## src/rtl/interp_tap_accumulator.sv

```systemverilog
// Serial tap-product accumulator for the fractional-sample interpolator.
// Sums NTAPS signed products per output sample, then rounds, normalises and
// clips the sum to [0, 2^BITDEPTH-1]. The result is held in a single-entry
// valid/ready output register.
//
//   state | meaning
//   ------+---------------------------------------------------------------
//   IDLE  | cnt == 0, accumulator empty (a result may be held at the output)
//   ACC   | 0 < cnt < NTAPS, partial sum in progress
module interp_tap_accumulator #(
    parameter int NTAPS    = 8,
    parameter int IN_W     = 32,
    parameter int SHIFT    = 6,
    parameter int BITDEPTH = 10,
    parameter int OUT_W    = 16
) (
    input  logic             clk,
    input  logic             rst_n,
    input  logic             in_valid,
    output logic             in_ready,
    input  logic [IN_W-1:0]  in_data,
    input  logic             in_first,
    output logic             out_valid,
    input  logic             out_ready,
    output logic [OUT_W-1:0] out_data,
    output logic             err_sync
);

    localparam int LOG_N = $clog2(NTAPS);
    localparam int ACC_W = IN_W + LOG_N;
    // One extra bit so the rounding constant cannot overflow a full-scale sum.
    localparam int S_W   = ACC_W + 1;
    localparam logic [S_W-1:0]        RND     = S_W'(1) << (SHIFT - 1);
    localparam logic signed [S_W-1:0] PIX_MAX = S_W'((64'd1 << BITDEPTH) - 64'd1);

    typedef enum logic {
        IDLE = 1'b0,
        ACC  = 1'b1
    } state_t;

    state_t                    state, state_nxt;
    logic [LOG_N-1:0]          cnt, cnt_nxt;
    logic signed [ACC_W-1:0]   acc, acc_nxt;
    logic                      err_nxt;
    logic                      load;
    logic                      accept;
    logic signed [ACC_W-1:0]   prod_ext;
    logic signed [S_W-1:0]     s;
    logic signed [S_W-1:0]     r;
    logic [BITDEPTH-1:0]       pix;

    assign in_ready = !out_valid || out_ready;
    assign accept   = in_valid && in_ready;
    assign prod_ext = {{LOG_N{in_data[IN_W-1]}}, in_data};

    // Round, normalise and clip the completed sum (acc + final product).
    always_comb begin
        s   = {acc[ACC_W-1], acc} + {{(LOG_N + 1){in_data[IN_W-1]}}, in_data} + RND;
        r   = s >>> SHIFT;
        pix = r[BITDEPTH-1:0];
        if (r[S_W-1]) begin
            pix = '0;
        end else if (r > PIX_MAX) begin
            pix = '1;
        end
    end

    // Next-state: restart on in_first, drop orphan beats, accumulate, complete.
    always_comb begin
        state_nxt = state;
        cnt_nxt   = cnt;
        acc_nxt   = acc;
        err_nxt   = 1'b0;
        load      = 1'b0;
        if (accept) begin
            if (in_first) begin
                acc_nxt   = prod_ext;
                cnt_nxt   = LOG_N'(1);
                state_nxt = ACC;
                err_nxt   = (state == ACC);
            end else if (state == IDLE) begin
                err_nxt = 1'b1;
            end else if (cnt == LOG_N'(NTAPS - 1)) begin
                load      = 1'b1;
                acc_nxt   = '0;
                cnt_nxt   = '0;
                state_nxt = IDLE;
            end else begin
                acc_nxt = acc + prod_ext;
                cnt_nxt = cnt + LOG_N'(1);
            end
        end
    end

    // Accumulator state register and registered framing-error pulse.
    always_ff @(posedge clk or negedge rst_n) begin
        if (!rst_n) begin
            state    <= IDLE;
            cnt      <= '0;
            acc      <= '0;
            err_sync <= 1'b0;
        end else begin
            state    <= state_nxt;
            cnt      <= cnt_nxt;
            acc      <= acc_nxt;
            err_sync <= err_nxt;
        end
    end

    // Single-entry output buffer; a new load wins over a same-cycle consume.
    always_ff @(posedge clk or negedge rst_n) begin
        if (!rst_n) begin
            out_valid <= 1'b0;
            out_data  <= '0;
        end else if (load) begin
            out_valid <= 1'b1;
            out_data  <= OUT_W'(pix);
        end else if (out_ready) begin
            out_valid <= 1'b0;
        end
    end

endmodule

```

## config.mk

```make
export PLATFORM = sky130hd
export DESIGN_NAME = interp_tap_accumulator
export DESIGN_NICKNAME = d
export VERILOG_FILES = /design/src/rtl/interp_tap_accumulator.sv
export SDC_FILE = /design/constraint.sdc
export NUM_CORES = 1
export LEC_CHECK = 0
export ABC_AREA = 1
export BUFFER_PORTS_ARGS = -buffer_cell sky130_fd_sc_hd__buf_2
export CAP_MARGIN = 30
export CORE_UTILIZATION = 52
export DETAILED_ROUTE_END_ITERATION = 10
export PLACE_DENSITY = 0.71
export SLEW_MARGIN = 5
export SYNTH_ARGS = -nofsm -noshare
export SYNTH_HDL_FRONTEND = slang
export SYNTH_SLANG_ARGS = --single-unit
```

## constraint.sdc

```tcl
create_clock -name clk -period 3.8 [get_ports clk]
set_input_delay 0.38 -clock clk [delete_from_list [all_inputs] [get_ports clk]]
set_output_delay 0.38 -clock clk [all_outputs]
set_load 0.01 [all_outputs]
```

---- Yosys cells after proc, flatten, opt, wreduce, memory -nomap -nowiden ----
Index checks and enable logic that the tools add are counted.
storage, ports and cells
  bits in registers ....................... 51
  bits of input ports ..................... 37
  output and inout bits ................... 19
  word-level logic and storage cells ...... 38
operators by class
  add/sub/neg operators ................... 4
  magnitude comparators ................... 1
  eq/ne operators ......................... 1
  muxes and demuxes ....................... 20
  reduce and logical (&&, ||, !) cells .... 6
operators with widths
  kind                                                                               count
  35-bit 2-to-1 mux                                                                  3
  35-bit by 32-bit adder with 36-bit output                                          1
  36-bit by 6-bit adder with 36-bit output, second input constant                    1
  35-bit by 32-bit adder with 35-bit output                                          1
  30-bit by 11-bit greater-than comparator with 1-bit output, second input constant  1
  10-bit 2-to-1 mux                                                                  2
  1-bit 2-to-1 mux                                                                   12
  3-bit 2-to-1 mux                                                                   3
  2-bit nonzero test                                                                 2
  3-bit by 1-bit adder with 3-bit output, second input constant                      1
  3-bit == test, second input constant                                               1
  2-bit AND reduction                                                                1
  1-bit logical AND                                                                  1
  1-bit zero test                                                                    1
  1-bit logical OR                                                                   1

---- Depth between registers and ports, before layout ----
  word-level depth ........................ 6
  mapped depth ............................ 25
  mapped depth without buffers ............ 25

---- Worst setup path before layout ----
Ideal clock, no wire load.
  kind .................................... input-to-reg
  start ................................... in in_data[9]
  end ..................................... reg out_data[0]
  setup time .............................. 0.116 ns
  data arrival time ....................... 2.521 ns
  data required time ...................... 3.684 ns
  slack ................................... 1.162 ns
  stages .................................. 21
  buffers on the path ..................... 0
  path through ............................ ha_1 -> inv_1 -> fa_1 -> nor2_1 -> inv_1 -> nor3_1 -> nand2_1 -> nor2_1 -> nand2_1 -> nand3_1 -> nand2_1 -> nand2_1 -> nand3_1 -> nor2_1 -> nand2_1 -> nor2_2 -> nand2_2 -> nand2_4 -> nand2_1 -> nand2_1 -> nand2_1
on the way
  word-level cells in the longest chain between the ends .. 5
RTL lines
  item                                                        RTL line  text
  from (decl)                                                 21        input logic [IN_W-1:0] in_data,
  35-bit by 32-bit adder with 36-bit output *                 58        s = {acc[ACC_W-1], acc} + {{(LOG_N + 1){in_data[IN_W-1]}}, in_data} + RND;
  36-bit by 6-bit adder with 36-bit output *                  58
  30-bit by 11-bit greater-than comparator with 1-bit output  63        end else if (r > PIX_MAX) begin
  10-bit 2-to-1 mux                                           63
  10-bit 2-to-1 mux *                                         61        if (r[S_W-1]) begin
  to (signal assigned)                                        117       out_data <= OUT_W'(pix);
  to (decl)                                                   25        output logic [OUT_W-1:0] out_data,
Every way passes the cells marked *; elsewhere a longest branch is shown, timed or not.
A chain may end at the register's enable or synchronous reset.

---- Final worst setup path ----
  start ................................... reg acc[21]
  end ..................................... reg out_data[6]
on the way
  word-level cells in the longest chain between the ends .. 5
RTL lines
  item                                                        RTL line  text
  from (decl)                                                 43        logic signed [ACC_W-1:0] acc, acc_nxt;
  from (signal assigned)                                      105       acc <= acc_nxt;
  35-bit by 32-bit adder with 36-bit output *                 58
  36-bit by 6-bit adder with 36-bit output *                  58
  30-bit by 11-bit greater-than comparator with 1-bit output  63
  10-bit 2-to-1 mux                                           63
  10-bit 2-to-1 mux *                                         61
Marked as above.

==> flow_metrics.tcl <==
set metrics [dict create \
    finalNetCount 1290 \
    crit_top_cell "nand2_1" \
    cp.arrival_ns 3.44 \
    wl_per_cell_um 15.2 \
    power_density_mw_per_mm2 490 \
    hold_viol_final 0 \
    total_leakage_power_nw 4.23 \
    gp_congestion 1.04 \
    routed_wl_um 20200 \
    overflow 0 \
    grt_util_all_layers_pct 29.5 \
    holdWs_ns 0.0755 \
    cts_sinks 51 \
    firstDrtPassIters 5 \
    cp-startpoint "acc[21]" \
    vias_per_cell 5.46 \
    crit_fanout 10 \
    yosysTopAreaCellShare_pct 17.5 \
    antenna_cells 0 \
    crit_buf_inv 0 \
    vias 7258 \
    total_power_mw 3.83 \
    dieArea_mm2 0.0145 \
    post_cts_buffers 0 \
    ys_top_cells_by_area "dfrtp_1 (18%), nand2_1 (15%), ha_1 (12%)" \
    worstSetupPathType "flop to flop" \
    drc_errors 0 \
    fmax_mhz 309 \
    core-area_mm2 0.0135 \
    io_pins 56 \
    status "finished clean" \
    cts_buffers 5 \
    portBuffers 49 \
    cpPeakStageDelay_ns 0.58 \
    ir_drop_uv 252 \
    crit_required_ns 4.00 \
    avgSynthCellArea_um2 6.54 \
    clkSlewWorstSetupHoldPaths_ns 0.08 \
    fillers 1418 \
    timing.rr.start "acc[21]" \
    end_kind "flop" \
    grt_max_degree 51 \
    rsz0062_at_grt "false" \
    grt_pass1_wl_um 33900 \
    ys_async_sr_fraction_pct 100 \
    critPathTopFamily "simple AND/OR/NAND/NOR gates" \
    clock_skew_ns 0.00633 \
    worstHoldPathType "input pin to asynchronous set/reset pin" \
    grt_pass1_vias 6896 \
    yosysSeqAreaShare_pct 17.5 \
    synth_edf_count 0 \
    cts_max_path_buffers 2 \
    area_growth_pct 7.45 \
    synth_warnings 0 \
    post-dp-hpwl_um 16300 \
    cap_violations 0 \
    cp-start-kind "flop" \
    min_period_ns 3.24 \
    yosys.cell_count.top_type "nand2_1" \
    postCtsHoldBufs 0 \
    crit_path_top_delay_cell "fa_1" \
    utilization_pct 58.2 \
    timing.final.max_slew_violations 0 \
    first_iter_violations 473 \
    cts_resized 0 \
    netlist_area_mm2 0.00728 \
    clockRootBuffer "clkbuf_16" \
    ys_top_cells_by_count "nand2_1 (296), inv_1 (155), nor2_1 (101)" \
    finalSetupTns_ns 0 \
    tightest_slew_ns 0.998 \
    die_h_um 120 \
    rows 42 \
    htreeDepth 2 \
    instances_no_fill 1330 \
    synthCells 1113 \
    synth_cell_types 47 \
    crit_path_cell_trace "ha_1, fa_1, a21oi_1, o21ai_0, a21oi_1, nor2_1, nor2_1, nand2_1, nand2_1, nand3_1, nor2_1, nand2_1, nor2_2, nand2_2, nand2_4, nand2_1, nand2_1, nand2_1" \
    synth.largest_area_cell "dfrtp_1" \
    finalSetupViolCount 0 \
    start_util_pct 54.1 \
    layout-drive-gt1-share_pct 11.9 \
    final.period_utilization_pct 85.2 \
    insertion_delay_ns 0.31 \
    yosys_most_used_dff "dfrtp_1" \
    ys_ff_latch 51 \
    ant_nets 0 \
    tritoncts "built" \
    slew_headroom_pct 33.4 \
    place_inst 1321 \
    antenna_found_initial 0 \
    fp.dieW_um 120 \
]
-- through the flow --
| stage | setup WS [ns] | instance area (um^2) |
|---|---|---|
| final | 0.563 | 7830 |
| after global routing | 0.323 | 7830 |
| after CTS | 0.649 | 7810 |
| after detailed placement | 0.520 | 7650 |
| after global placement | 0.512 | 7650 |
| after floorplan | 1.16 | 7300 |
-- layout make-up --
type | instances | area [um^2] | area share (%)
clock buffers | 6 | 139 | 1.77
clock inverters | 2 | 13.8 | 0.176
inverters | 163 | 612 | 7.82
multi-input cells | 878 | 5270 | 67.3
flip-flops and latches | 51 | 1280 | 16.3
well taps | 176 | 220 | 2.81
repair buffers | 54 | 295 | 3.77
-- routing by layer --
metal | GRT usage [%] | routed length [um]
met3 | 4.62 | 1440
met1 | 43.4 | 9870
met5 | 0 | 0
met2 | 44.7 | 8500
met4 | 8.02 | 410
-- worst paths after layout --
kind,slack [ns],cells past startpoint,to
worst max register to register,0.56,18,out_data[6]
worst min register to register,0.48,2,out_data[0]
worst max-delay path,0.56,18,out_data[6]
max in group asynchronous,2.90,2,acc[21]
min in group clk,0.35,4,out_valid
worst min-delay path,0.08,1,out_data[0]
-- power breakdown --
group | internal [mW] | switching, mW | total [mW]
combinational | 0.911 | 1.70 | 2.61
sequential | 0.640 | 0.0792 | 0.719
clock | 0.265 | 0.242 | 0.507
-- cells in the final DEF, fill, tap and decap left out, types with 7 or more instances in the layout --
master	netlist	layout
o21ai_0	50	50
or2_2	10	10
ha_1	72	72
dfrtp_1	51	51
o21bai_1	11	11
a21oi_2	8	8
a2bb2oi_1	19	19
nor2_2	6	7
xor2_1	9	9
a21oi_1	83	83
a22oi_1	14	14
nand3_1	72	72
nand4_1	12	12
inv_1	155	155
nand2_2	30	30
nor2_1	101	100
fa_1	28	28
nor3_1	10	10
nand2_1	296	296
buf_2	0	49
-- registers in the layout, indices dropped and copies added (netlist names) --
| name | flops |
|---|---|
| state | 1 |
| acc | 35 |
| out_data | 10 |
| cnt | 3 |
| err_sync | 1 |
| out_valid | 1 |
-- kinds of logic after synthesis --
logic type                 Yosys count  share of synthesized area, %
AOI/OAI and AO/OA                  206                          17.2
xor gates and xnor gates            12                          1.55
adders and majority gates          100                          20.1
buffers and inverters              189                          10.4
DFF                                 51                          17.5
other                                1                        0.0515
and+or+nand+nor                    554                          33.2
Note: power is estimated with default switching activity, not from simulation.
